<file path="config.mk">
export PLATFORM = sky130hd
export DESIGN_NAME = serial_adder
export DESIGN_NICKNAME = d
export VERILOG_FILES = /design/src/rtl/serial_adder_pkg.sv /design/src/rtl/serial_adder_fa_bit.sv /design/src/rtl/serial_adder.sv
export SDC_FILE = /design/constraint.sdc
export NUM_CORES = 1
export LEC_CHECK = 0
export ABC_AREA = 1
export CAP_MARGIN = 20
export CORE_MARGIN = 2
export CORE_UTILIZATION = 45
export DETAILED_ROUTE_END_ITERATION = 16
export PLACE_DENSITY = 0.74
export SETUP_SLACK_MARGIN = 0.05
export SYNTH_ARGS = -nofsm -noshare
export SYNTH_HDL_FRONTEND = slang
export SYNTH_HIERARCHICAL = 1
export SYNTH_SLANG_ARGS = --single-unit
</file>
<file path="constraint.sdc">
create_clock -name clk -period 1.2 [get_ports clk]
set_input_delay 0.12 -clock clk [delete_from_list [all_inputs] [get_ports clk]]
set_output_delay 0.12 -clock clk [all_outputs]
set_load 0.02 [all_outputs]
</file>
<file path="src/rtl/serial_adder_pkg.sv">
// Shared definitions for the bit-serial adder: FSM state encoding and default width.
package serial_adder_pkg;

    localparam int DEFAULT_WIDTH = 8;

    typedef enum logic [1:0] {
        IDLE = 2'd0,
        RUN  = 2'd1,
        DONE = 2'd2
    } state_e;

endpackage

</file>
<file path="src/rtl/serial_adder_fa_bit.sv">
// One-bit combinational full-adder slice used by the serial adder datapath.
module fa_bit (
    input  logic a,
    input  logic b,
    input  logic cin,
    output logic s,
    output logic cout
);

    assign s    = a ^ b ^ cin;
    assign cout = (a & b) | (cin & (a ^ b));

endmodule

</file>
<file path="src/rtl/serial_adder.sv">
// Bit-serial adder: {carry_out, sum} = a + b + carry_in, LSB first, one bit per clock.
// Optional SERIAL_ADDER_SUB_EN adds a 'sub' port that computes a - b (carry_out=1 means no borrow).
module serial_adder
    import serial_adder_pkg::*;
#(
    parameter  int WIDTH = DEFAULT_WIDTH,
    localparam int CNT_W = $clog2(WIDTH)
) (
    input  logic             clk,
    input  logic             rst,
    input  logic             start,
    input  logic [WIDTH-1:0] a,
    input  logic [WIDTH-1:0] b,
    input  logic             carry_in,
`ifdef SERIAL_ADDER_SUB_EN
    input  logic             sub,
`endif
    output logic             busy,
    output logic             done,
    output logic [WIDTH-1:0] sum,
    output logic             carry_out
);

    localparam logic [CNT_W-1:0] LAST_BIT = CNT_W'(WIDTH - 1);

    state_e           state_q,  state_d;
    logic [WIDTH-1:0] a_sh_q,   a_sh_d;
    logic [WIDTH-1:0] b_sh_q,   b_sh_d;
    logic [WIDTH-1:0] sum_sh_q, sum_sh_d;
    logic [WIDTH-1:0] sum_q,    sum_d;
    logic [CNT_W-1:0] cnt_q,    cnt_d;
    logic             carry_q,  carry_d;
    logic             cout_q,   cout_d;
    logic             busy_q,   busy_d;
    logic             done_q,   done_d;

    logic [WIDTH-1:0] b_load;
    logic             carry_load;
    logic             fa_s;
    logic             fa_cout;

`ifdef SERIAL_ADDER_SUB_EN
    // Subtraction is a + ~b + 1; the forced carry replaces carry_in.
    assign b_load     = sub ? ~b : b;
    assign carry_load = sub ? 1'b1 : carry_in;
`else
    assign b_load     = b;
    assign carry_load = carry_in;
`endif

    fa_bit u_fa (
        .a    (a_sh_q[0]),
        .b    (b_sh_q[0]),
        .cin  (carry_q),
        .s    (fa_s),
        .cout (fa_cout)
    );

    always_comb begin
        state_d  = state_q;
        a_sh_d   = a_sh_q;
        b_sh_d   = b_sh_q;
        sum_sh_d = sum_sh_q;
        sum_d    = sum_q;
        cnt_d    = cnt_q;
        carry_d  = carry_q;
        cout_d   = cout_q;

        case (state_q)
            IDLE, DONE: begin
                if (start) begin
                    a_sh_d  = a;
                    b_sh_d  = b_load;
                    carry_d = carry_load;
                    cnt_d   = '0;
                    state_d = RUN;
                end else begin
                    state_d = IDLE;
                end
            end
            RUN: begin
                a_sh_d   = a_sh_q >> 1;
                b_sh_d   = b_sh_q >> 1;
                sum_sh_d = {fa_s, sum_sh_q[WIDTH-1:1]};
                carry_d  = fa_cout;
                cnt_d    = cnt_q + CNT_W'(1);
                // Public result only changes on the DONE entry edge.
                if (cnt_q == LAST_BIT) begin
                    state_d = DONE;
                    sum_d   = sum_sh_d;
                    cout_d  = fa_cout;
                end
            end
            default: state_d = IDLE;
        endcase

        busy_d = (state_d == RUN);
        done_d = (state_d == DONE);
    end

    always_ff @(posedge clk) begin
        if (rst) begin
            state_q <= IDLE;
            busy_q  <= 1'b0;
            done_q  <= 1'b0;
            sum_q   <= '0;
            cout_q  <= 1'b0;
            carry_q <= 1'b0;
            cnt_q   <= '0;
        end else begin
            state_q <= state_d;
            busy_q  <= busy_d;
            done_q  <= done_d;
            sum_q   <= sum_d;
            cout_q  <= cout_d;
            carry_q <= carry_d;
            cnt_q   <= cnt_d;
        end
    end

    // Operand and partial-sum shifters are pure datapath and are reloaded on every start.
    always_ff @(posedge clk) begin
        a_sh_q   <= a_sh_d;
        b_sh_q   <= b_sh_d;
        sum_sh_q <= sum_sh_d;
    end

    assign busy      = busy_q;
    assign done      = done_q;
    assign sum       = sum_q;
    assign carry_out = cout_q;

endmodule
</file>
==> flow_metrics.py, run 1 <==
metrics = {
    "run_status": {
        "status": "finished with violations",
        "violations": "setup timing",
    },
    "global_routing": {
        "first_global_vias": 1113,
        "gr-total-overflow": 0,
        "antenna_found_initial": 0,
        "grt_pass1_wl_um": 4960,
        "grt_use_total_pct": 16.4,
        "grt_max_degree": 25,
    },
    "cells_and_area": {
        "syn2layout_area_growth_pct": 38.3,
        "final_area_um2": 2160,
        "nets": 218,
        "antenna_cells": 0,
        "drive_above_1_share_pct": 28.1,
        "fillCellCount": 292,
    },
    "critical_path": {
        "crit_start": "b_sh_q[0]",
        "r2r_cells": 3,
        "endpoint_kind": "flop",
        "crit_buf_inv": 0,
        "worstPathRequired_ns": 1.50,
        "r2r-end": "sum[7]",
        "crit_type": "reg -> reg",
        "r2r-start": "b_sh_q[0]",
        "cp_num_cells": 3,
        "slowest_stage": "fa_2",
        "cp-start-kind": "flop",
        "crit_arrival_ns": 1.55,
        "ff2ff_setup_slack_ns": -0.05,
        "cp_top_family": "adder cells",
        "crit_end": "sum[7]",
        "cp_cell_sequence": "fa_2 -> nand3_2 -> a21oi_2",
        "cp_max_fo": 2,
        "max_stage_delay_ns": 0.57,
    },
    "pwr": {
        "vdd_drop_max_mv": 0.735,
        "leakage_nw": 0.887,
        "power.density_nw_per_um2": 1240,
    },
    "synthesis": {
        "synth_cell_types": 18,
        "yosysSeqAreaShare_pct": 66.0,
        "yosys_register_bits": 40,
        "synth_cells": 152,
        "synth.area.top_cells": "edfxtp_1 44%, dfxtp_1 22%, nand2_1 14%",
        "synth_edf_count": 23,
        "synthTopCellsByCount": "59 x nand2_1, 23 x edfxtp_1, 17 x dfxtp_1, 14 x a21oi_1, 12 x nand3_1",
        "synth_top_area_share_pct": 44.2,
        "synth_warnings": 6,
        "yosysTopAreaCell": "edfxtp_1",
        "ys.flop_type": "edfxtp_1",
        "async_reset_ff_share_pct": 0,
        "synth_most_common_cell": "nand2_1",
        "synth_nets": 175,
        "syn_area_per_cell_um2": 10.3,
        "syn_area_um2": 1560,
    },
    "clock_network": {
        "cts_tree": "built",
        "clock_tree.buffer_depth": 2,
        "clock_latency_ns": 0.35,
        "h-tree-depth": 2,
        "cts.sinks": 40,
        "clk_pin_slew_ns": 0.13,
        "cts-root-buf": "clkbuf_4",
        "cts_buffers": 5,
    },
    "route": {
        "wl_um": 3240,
        "first_pass_iters": 4,
        "drc": 0,
        "vias_per_cell": 4.90,
        "drtIter0Drc": 56,
        "wire_per_inst_um": 13.4,
        "ant_nets": 0,
        "num_vias": 1187,
    },
    "die": {
        "coreArea_um2": 3340,
        "rows": 21,
        "ioPinCount": 31,
        "die-area_um2": 3960,
        "die_w_um": 62.9,
        "initial_core_util_pct": 46.8,
        "die_h_um": 62.9,
    },
    "sta": {
        "fmax_ghz": 0.801,
        "fin_ws_ns": -0.0482,
        "fin_hold_ws_ns": 0.384,
        "rsz0062_at_grt": "yes",
        "report.final.slew_viol_count": 0,
        "tightestPinTransition_ns": 0.213,
        "fin_skew_ns": 0.0104,
        "fin_crit_ns": 1.25,
        "finalHoldViolCount": 0,
        "finalCritPeriodShare_pct": 104,
        "max_slew_margin_pct": 85.8,
        "final-setup-viol-count": 1,
    },
    "hold_path": {
        "holdCritPathClass": "in -> reg",
        "hold_depth": 3,
        "holdCritStartpoint": "carry_in",
    },
    "job": {
        "maxCapViolCount": 0,
    },
    "place": {
        "hpwl_um": 2010,
        "gp_congestion": 0.810,
        "post_dp_cell_area_um2": 1980,
        "io_buffers": 30,
    },
}
final cells by class:
type                            count  area [um^2]  share of cell area, %
Inverter                            7         26.3                   1.22
Sequential cell                    40         1040                   48.1
Timing Repair Buffer               43          447                   20.7
Multi-Input combinational cell     98          533                   24.7
Tap cell                           46         57.6                   2.67
Clock buffer                        5         37.5                   1.74
Clock inverter                      3         18.8                  0.869
state kept, by name (all words and copies together) (netlist names):
name	cells
a_sh_q	8
carry_out	1
sum_sh_q	7
cnt_q	3
busy	1
b_sh_q	8
state_q	2
done	1
sum	8
carry_q	1
worst register-to-register path: stages, from the launching register on:
cell and delay, ns:
edfxtp_1 0.41, fa_2 0.57, nand3_2 0.09, a21oi_2 0.13
power breakdown:
group	total (W)	switching, W	internal [W]
logic	0.000375	0.000180	0.000195
clock network	0.000676	0.000451	0.000225
registers	0.00162	0.0000426	0.00158
worst min-delay path by stage:
stage	end	slack (ns)
finish	carry_q	0.38
global route	a_sh_q[7]	0.40
CTS	carry_q	0.38
detailed placement	sum_sh_q[4]	0.44
global placement	sum_sh_q[4]	0.43
floorplan	cnt_q[1]	0.19
per-stage QoR:
| stage | TNS, ns | utilization (%) | total power, W | setup WS, ns | instances |
|---|---|---|---|---|---|
| detailed placement | -0.161 | 59.2 | 0.00196 | -0.0443 | 229 |
| global route | -0.184 | 64.7 | 0.00281 | -0.0873 | 242 |
| finish | -0.0482 | 64.7 | 0.00267 | -0.0482 | 242 |
| global placement | 0 | 59.2 | 0.00194 | 0.00846 | 229 |
| floorplan | 0 | - | 0.00181 | 0.0482 | 152 |
| CTS | -0.0310 | 63.0 | 0.00264 | -0.0274 | 238 |
cell usage in the layout (no fill, tap or decap), types with 5 or more instances in the layout:
cell type	count
nand2_1	53
edfxtp_1	23
clkdlybuf4s50_1	19
dfxtp_1	12
a21oi_1	11
nand3_1	10
clkbuf_2	9
nor2_1	6
buf_4	6
clkbuf_4	5
layer usage:
layer	share of wire (%)	routed length (um)	track usage, %	up-vias
met5	0	0	0	-
met4	1.9	60	7.78	0
met3	6.0	196	6.85	8
met2	51	1640	26.2	37
met1	41	1340	19.0	559
li1	-	-	-	583
cells by family (layout without fill, tap and decap cells):
| group | Yosys count | in the layout | share of synthesized area, % |
|---|---|---|---|
| simple gates | 80 | 80 | 21.1 |
| flops | 40 | 40 | 66.0 |
| compound gates | 15 | 15 | 4.81 |
| buf+inv | 14 | 58 | 5.21 |
| fa+ha+maj | 3 | 3 | 2.88 |
what timing repair did:
item,4_1_cts,5_1_grt
pin swaps,2,1
endpoints found under the setup margin,22,58
setup buffers,1,2
gates cloned,0,2
hold buffers,0,0
gates resized for setup,37,24
(Power assumes the default switching activity.)
==> run 2, diff against run 1 <==
- CAP_MARGIN: 20 -> default
==> results of run 2 <==
No change in the layout: final DEF, timing and power equal those of run 1.
==> run 3, diff against run 2 <==
- SKIP_CTS_REPAIR_TIMING: default -> 1
==> flow_metrics.py, run 3 (same netlist as run 1, synthesis figures left out) <==
metrics = {
    "run_status": {
        "status": "finished with violations",
        "violations": "setup timing",
    },
    "route": {
        "drc": 0,
        "num_vias": 1177,
        "first_pass_iters": 4,
        "vias_per_cell": 4.90,
        "wl_um": 3150,
        "drtIter0Drc": 76,
        "wire_per_inst_um": 13.1,
        "ant_nets": 0,
    },
    "critical_path": {
        "r2r_cells": 3,
        "max_stage_delay_ns": 0.57,
        "cp_max_fo": 2,
        "endpoint_kind": "flop",
        "cp-start-kind": "flop",
        "cp_cell_sequence": "fa_2 -> nand3_2 -> a21oi_2",
        "crit_type": "reg -> reg",
        "crit_arrival_ns": 1.53,
        "slowest_stage": "fa_2",
        "worstPathRequired_ns": 1.50,
    },
    "cells_and_area": {
        "final_common_cell": "nand2_1",
        "drive_above_1_share_pct": 30.4,
        "multi_input_area_um2": 599,
        "fillCellCount": 275,
        "ff_latch_area_um2": 1040,
        "antenna_cells": 0,
        "nets": 216,
        "layout_common_cells": "49 x nand2_1, 23 x edfxtp_1, 19 x clkdlybuf4s50_1",
        "layout.cells.non_filler": 240,
        "syn2layout_area_growth_pct": 42.5,
    },
    "global_routing": {
        "grt_pass1_wl_um": 4750,
        "use_met1_pct": 18.7,
        "grt_use_total_pct": 15.6,
        "first_global_vias": 1088,
        "grt_max_degree": 25,
        "gr-usage-met3_pct": 5.95,
        "busiest_layer": "met2",
        "gr-total-overflow": 0,
        "antenna_found_initial": 0,
        "grtUsageMet2_pct": 24.9,
    },
    "die": {
        "initial_core_util_pct": 46.8,
        "die-area_um2": 3960,
        "die_w_um": 62.9,
        "die_h_um": 62.9,
        "rows": 21,
        "ioPinCount": 31,
        "coreArea_um2": 3340,
    },
    "sta": {
        "fin_crit_ns": 1.23,
        "fin_skew_ns": 0.00709,
        "max_slew_margin_pct": 84.4,
        "fmax_ghz": 0.811,
        "report.final.slew_viol_count": 0,
        "fin_ws_ns": -0.0328,
        "final-setup-viol-count": 2,
        "finalHoldViolCount": 0,
        "rsz0062_at_grt": "yes",
        "tightestPinTransition_ns": 0.233,
        "tns_ns": -0.0395,
        "finalCritPeriodShare_pct": 103,
    },
    "clock_network": {
        "cts_tree": "built",
        "clock_latency_ns": 0.35,
        "clk_pin_slew_ns": 0.12,
        "clock_tree.buffer_depth": 2,
        "h-tree-depth": 2,
        "cts-root-buf": "clkbuf_4",
        "cts_buffers": 5,
        "cts.sinks": 40,
    },
    "pwr": {
        "finalPower_w": 0.00265,
        "power.density_nw_per_um2": 1190,
        "leakage_nw": 0.949,
        "vdd_drop_max_mv": 0.777,
    },
    "place": {
        "hpwl_um": 2010,
        "gp_congestion": 0.810,
        "io_buffers": 30,
        "placed_cells": 229,
    },
    "hold_path": {
        "hold_depth": 3,
        "holdCritPathClass": "in -> reg",
    },
    "job": {
        "maxCapViolCount": 0,
    },
}
run 3: changes by cell type in the layout (fill, tap and decap cells not counted), moves of 2 or more:
cell,change
a21oi_1,-7
a21oi_2,+7
nand2_4,+6
buf_4,-4
dlymetal6s2s_1,+4
nand2_1,-4
buf_6,+2
clkbuf_2,-2
nand2_2,-2
run 3: worst max-delay path: cells and delay by family, from the launching register on:
family	cells	cell delay [ns]
adder cells (fa/ha/maj)	1	0.57
flip-flops	1	0.41
AO/OA/AOI/OAI	1	0.11
AND/OR/NAND/NOR	1	0.09
run 3: power by group:
part | leakage, nW | internal, W | switching, W
logic | 0.549 | 0.000183 | 0.000177
clock network | 0.0349 | 0.000225 | 0.000450
registers | 0.366 | 0.00158 | 0.0000402
run 3: worst paths after layout:
check / start / to / slack [ns]
setup / recovery: b_sh_q[0] / sum[7] / -0.03
hold / removal: carry_in / carry_q / 0.38
setup reg to reg: b_sh_q[0] / sum[7] / -0.03
hold reg to reg: sum_sh_q[5] / sum_sh_q[4] / 0.46
run 3: layer usage:
| metal | up-vias | part of all wire (%) |
|---|---|---|
| li1 | 579 | - |
| met1 | 551 | 43 |
| met2 | 37 | 49 |
| met3 | 10 | 5.4 |
| met4 | 0 | 2.3 |
| met5 | - | 0 |
run 3: area by class of cell:
type                       count  share of cell area [%]
sequential                    40                    46.7
multi-input combinational     98                    26.9
timing repair buffer          41                    20.1
tap                           46                    2.59
clock buffer                   5                    1.69
inverter                       7                    1.18
clock inverter                 3                   0.843
run 3: stage by stage:
step / setup WS (ns) / utilization, % / instance area (um^2) / hold WS [ns]
after floorplan: 0.0482 / - / 1560 / 0.189
after global placement: 0.00846 / 59.2 / 1980 / 0.435
after detailed placement: -0.0443 / 59.2 / 1980 / 0.435
after CTS: -0.260 / 60.9 / 2030 / 0.377
after global routing: -0.0869 / 66.7 / 2230 / 0.402
final: -0.0328 / 66.7 / 2230 / 0.382
==> patch 1: new RTL, flow settings as in run 1 <==
Make the reset (`rst`) asynchronous in one clocked block.
--- a/src/rtl/serial_adder.sv
+++ b/src/rtl/serial_adder.sv
@@ -98,7 +98,7 @@
         done_d = (state_d == DONE);
     end
 
-    always_ff @(posedge clk) begin
+    always_ff @(posedge clk or posedge rst) begin
         if (rst) begin
             state_q <= IDLE;
             busy_q  <= 1'b0;
Function: differs if rst is asserted again (counterexample within 4 cycles, from zero or initial values and one cycle with rst high); with rst held inactive, the same outputs for 10 cycles.
==> patch 1 against run 1 <==
Clock skew shrank 0.0041 ns; synthesized cell count is 3.3% lower; count of clock-buffer cells in the layout rose by 1; non-clock buffer count increased by 9; design area rose by 5.5%; sequential cell count did not move; synthesized area up 1.7%; the run still ends with negative setup slack left; routed wire length is 2.9% lower; worst setup slack gained 0.0089 ns.
Power is not compared: it rests on default switching activity, and its combinational part moved more than twofold at a synthesized area within 25%.
==> patch 1: results (changes against run 1) <==
- Status: finished with violations
- Failing checks: negative setup slack
- Synth top cells by count: nand2_1 (76), edfxtp_1 (23), dfrtp_1 (17)
- Synth area leaders: edfxtp_1 (43%), dfrtp_1 (27%), nand2_1 (18%), inv_1 (1.7%), ha_1 (1.6%)
- Synth Net Count: 170 (-2.9%)
- Total Nets Final: 226 (+3.7%)
- Asr flop ratio synth: 0.425 (+0.425)
- CTS max path bufs: 2 (unchanged)
- Global-route wire length before repair: 5130 um (+3.5%)
- # fillers: 279 (-4.5%)
- Largest net degree at the start of global routing: 18 (-28%)
- Maximum level of the CTS H-tree: 2 (unchanged)
- P_sw: 2.26 mW
- DRT iter0 DRCs: 47 (-16%)
- EDFF count, synth: 23 (unchanged)
- Clock Skew: 0.00630 ns (-0.00414 ns)
- Number of distinct library cells after synthesis: 16 (-2)
- Final GP Congestion: 0.757 (-6.4%)
- Final setup fails: 19 (+18)
- Diodes inserted: 0 (unchanged)
- Port Buffers: 30 (unchanged)
- Vias per inst: 4.66 (-4.9%)
- Final setup margin: -0.0393 ns (+0.00890 ns)
- Worst Path Max Fanout: 5 (+3)
- Layout cell share with drive strength beyond 1: 0.343 (+0.0625)
- Root Buffer: clkbuf_4
- Fin Setup TNS: -0.300 ns (-0.251 ns)
- All-layer global routing usage: 0.167 (+0.00284)
- WP data arrival: 1.52 ns (-0.03 ns)
- Worst IR Drop VDD: around 1.1 mV
- Core Box Area: 0.00336 mm^2 (+0.79%)
- Drt first pass iters: 4 (unchanged)
- Top_reg_cell synth: edfxtp_1
- Wire per inst: 12.6 um (-6.0%)
- Placed Area: 0.00202 mm^2 (+2.2%)
- Worst slew pin tran: 0.224 ns (+0.0114 ns)
- Vias in the first global route: 1077 (-3.2%)
- Hpwl dp: 1940 um (-3.6%)
- Num CTS Buffers: 5 (unchanged)
- Worst Hold Class: in2async
- Sequential area share after synthesis: 0.703 (+0.0427)
- Clk Latency, worst-skew pair: 0.35 ns (about the same)
patch 1: worst paths after layout:
| path | startpoint | depth (start not counted) | slack, ns | endpoint |
|---|---|---|---|---|
| min in group clk | b[2] | 3 | 0.42 | b_sh_q[2]$_DFFE_PP_ |
| max in group asynchronous | rst | 3 | 0.94 | state_q[0]$_DFF_PP0_ |
| min | rst | 3 | 0.08 | sum[5]$_DFFE_PP0P_ |
| max reg2reg | cnt_q[0]$_DFFE_PP0P_ | 6 | -0.04 | carry_out$_DFFE_PP0P_ |
| max | cnt_q[0]$_DFFE_PP0P_ | 6 | -0.04 | carry_out$_DFFE_PP0P_ |
| min reg2reg | sum_sh_q[7]$_DFFE_PP_ | 0 | 0.47 | sum_sh_q[6]$_DFFE_PP_ |
patch 1: what timing repair did:
action | CTS | global route
gates cloned | 3 | 0
gates resized for setup | 52 | 25
hold buffers | 0 | 0
setup buffers | 2 | 9
pin swaps | 11 | 6
setup endpoints to repair | 55 | 58
patch 1: metrics by stage:
stage          setup WS, ns  std cells
5_1_grt             -0.0962        250
6_report            -0.0393        250
2_1_floorplan        0.0508        147
3_3_place_gp        -0.0262        229
3_5_place_dp        -0.0547        229
4_1_cts             -0.0389        242
patch 1: final cells by class:
cell class	count	area (um^2)	share of cell area
sequential	40	1120	0.490
multi-input combinational	95	526	0.231
timing repair buffer	52	472	0.207
tap	46	57.6	0.0253
clock buffer	6	51.3	0.0225
inverter	9	46.3	0.0203
clock inverter	2	10.0	0.00439
patch 1: critical path: stages (launching register included):
cell     delay, ns
dfrtp_1       0.37
ha_2          0.20
ha_4          0.15
nand2_4       0.06
buf_4         0.14
buf_12        0.13
o21ai_4       0.13
patch 1: cells by family (layout without fill, tap and decap cells):
group / count (synthesis) / count (layout) / share of synthesized area
AO/OA/AOI/OAI: 4 / 4 / 0.0150
adder cells (fa/ha/maj): 3 / 3 / 0.0284
buffers and inverters: 14 / 69 / 0.0402
flip-flops: 40 / 40 / 0.703
AND/OR/NAND/NOR: 86 / 88 / 0.214
patch 1: metal layers:
metal / vias up / track usage / share of wire
met2: 34 / 0.288 / 0.51
met5: - / 0 / 0
met3: 6 / 0.0536 / 0.055
met1: 545 / 0.199 / 0.43
met4: 0 / 0.0489 / 0.013
li1: 581 / - / -
patch 1: power by group through the flow:
stage	clock network [mW]	logic, mW	registers, mW
3_3_place_gp	0	2.10	2.67
6_report	0.708	2.71	2.69
5_1_grt	0.797	2.99	2.75
2_1_floorplan	0	1.16	2.82
4_1_cts	0.725	2.45	2.70
3_5_place_dp	0	2.20	2.70
==> patch 2: new RTL, config.mk and constraints of run 1 <==
Without the edit above. Change the package constant `DEFAULT_WIDTH` from 8 to 16.
--- a/src/rtl/serial_adder_pkg.sv
+++ b/src/rtl/serial_adder_pkg.sv
@@ -1,7 +1,7 @@
 // Shared definitions for the bit-serial adder: FSM state encoding and default width.
 package serial_adder_pkg;
 
-    localparam int DEFAULT_WIDTH = 8;
+    localparam int DEFAULT_WIDTH = 16;
 
     typedef enum logic [1:0] {
         IDLE = 2'd0,
Interface: changed (resized a, b and sum); port bits go from 31 to 55. No check against the original RTL was run, so the function may have changed too.
==> patch 2 against run 1 <==
The flow still finishes with violations (negative setup slack); sequential cell count grew 33; design area is 90% higher; synthesized area up 91%; global-route usage rose by 1.1 points; routed wire length up 85%; final cell count is 92% higher; total power rose by 100%; worst setup slack improved by 0.018 ns; largest cell class unchanged.
==> patch 2: results (changes against run 1) <==
- Global-route wire length before repair: 9800 um (+98%)
- Post-Synth Adder-Cell Area: 0.0109 (-0.0180)
- Synth Net Count: 344 (+97%)
- EDFF count, synth: 47 (+100%)
- WL met3: 250 um (+28%)
- # fillers: 523 (+79%)
- Fin Setup TNS: -0.154 ns (-0.105 ns)
- Final setup margin: -0.0304 ns (+0.0178 ns)
- Met3 Track Usage GR: 0.0409 (-0.0276)
- DRT iter0 DRCs: 121 (+120%)
- Worst hold margin: 0.427 ns (+0.0424 ns)
- Reg-to-reg slack, setup: -0.03 ns (+0.02 ns)
- Sequential area share after synthesis: 0.647 (-0.0134)
- Post-synthesis compound-gate area fraction: 0.0159 (-0.0322)
- Worst Path Max Fanout: 6 (+4)
- Largest net degree at the start of global routing: 30 (+20%)
- Placed Cells incl. Taps: 438 (+91%)
- DR vias: 2197 (+85%)
- Status: finished with violations
- Met1 WL: 2640 um (+97%)
- Number of distinct library cells after synthesis: 22 (+4)
- Total Nets Final: 420 (+93%)
- Port Buffers: 54 (+80%)
- Pre-CTS setup slack: -0.113 ns (-0.0687 ns)
- R2R cell count: 7 (+4)
- Num CTS Buffers: 9 (+4)
- Syn Area/Cell: 9.76 um^2 (-5.0%)
- Diodes inserted: 0 (unchanged)
- Hpwl dp: 3680 um (+83%)
- Placed Area: 0.00373 mm^2 (+89%)
- CTS resizes: 26 (-30%)
- Layout cell share with drive strength beyond 1: 0.134 (-0.146)
- FF-to-FF Start: cnt_q[0]$_SDFFE_PP0P_
- Clk Latency, worst-skew pair: 0.33 ns (-0.02 ns)
- Synth top cells by count: nand2_1 (117), edfxtp_1 (47), nor2_1 (38)
- P_leak: 1.80 nW (+100%)
- Root Buffer: clkbuf_8
- Hold path depth: 3 (unchanged)
- Final GP Congestion: 0.766 (-5.4%)
- Vias per inst: 4.73 (-3.5%)
- Post-CTS setup repair buffer count: 3 (+2)
- Final setup fails: 9 (+8)
- Reg2reg end: sum[5]$_SDFFE_PP0P_
- Wire per inst: 12.9 um (-3.4%)
- All-layer global routing usage: 0.175 (+0.0115)
- Vias in the first global route: 2140 (+92%)
- WHS Endpoint: a_sh_q[15]$_SDFFCE_PP0P_
- GRT met1 Usage: 0.209 (+0.0183)
- Relative slew margins: 0.848 (-0.00960)
- Hold Crit Start: a[15]
- Maximum level of the CTS H-tree: 3 (+1)
- Failing checks: negative setup slack
- Clock Skew: 0.00757 ns (-0.00287 ns)
- Synth area leaders: edfxtp_1 (47%), dfxtp_1 (17%), nand2_1 (15%), nor2_1 (4.8%), nand3_1 (4.2%)
- Reg clk slew, reported paths: 0.07 ns (-0.06 ns)
- WP data arrival: 1.46 ns (-0.09 ns)
- Routed length on met2: 2980 um (+81%)
- Met2 global-route usage: 0.300 (+0.0377)
patch 2: cell count changes in the layout (fill, tap and decap cells not counted), sizes merged, moves of 6 or more:
cell	change
nand2	+61
nor2	+35
edfxtp	+24
inv	+17
clkdlybuf4s50	+16
nand3	+14
clkdlybuf4s15	+11
dfxtp	+9
a21oi	-8
buf	+8
dlygate4sd2	+6
patch 2: report_power, final:
part / internal [mW] / leakage [nW] / total [mW] / switching (mW)
clock: 0.986 / 0.102 / 1.83 / 0.840
sequential: 2.91 / 0.673 / 2.98 / 0.0753
combinational: 0.296 / 1.02 / 0.634 / 0.338
patch 2: critical path, cell delays in order (launching register included):
cell       delay (ns)
dfxtp_2          0.35
ha_4             0.17
nand2_4          0.08
nor2_8           0.19
clkbuf_16        0.17
nand3_1          0.06
nand2_1          0.07
nor2_1           0.03
patch 2: area by class of cell:
cell class	instances	area (um^2)	area share
Inverter	24	95.1	0.0231
Sequential cell	73	1940	0.472
Tap cell	77	96.3	0.0234
Timing Repair Buffer	74	796	0.193
Multi-Input combinational cell	200	992	0.241
Clock buffer	14	184	0.0447
Clock inverter	2	10.0	0.00243
patch 2: worst max path at each step:
stage / slack, ns / cells past startpoint / end / startpoint
global placement: -0.1 / 3 / b_sh_q[3]$_DFFE_PP_ / start
global route: -0.12 / 7 / sum[5]$_SDFFE_PP0P_ / cnt_q[0]$_SDFFE_PP0P_
floorplan: 0.03 / 3 / sum_sh_q[10]$_DFFE_PP_ / state_q[0]$_SDFF_PP0_
finish: -0.03 / 7 / sum[5]$_SDFFE_PP0P_ / cnt_q[0]$_SDFFE_PP0P_
detailed placement: -0.11 / 3 / a_sh_q[15]$_SDFFCE_PP0P_ / start
CTS: -0.01 / 5 / sum[15]$_SDFFE_PP0P_ / a_sh_q[0]$_DFFE_PP_
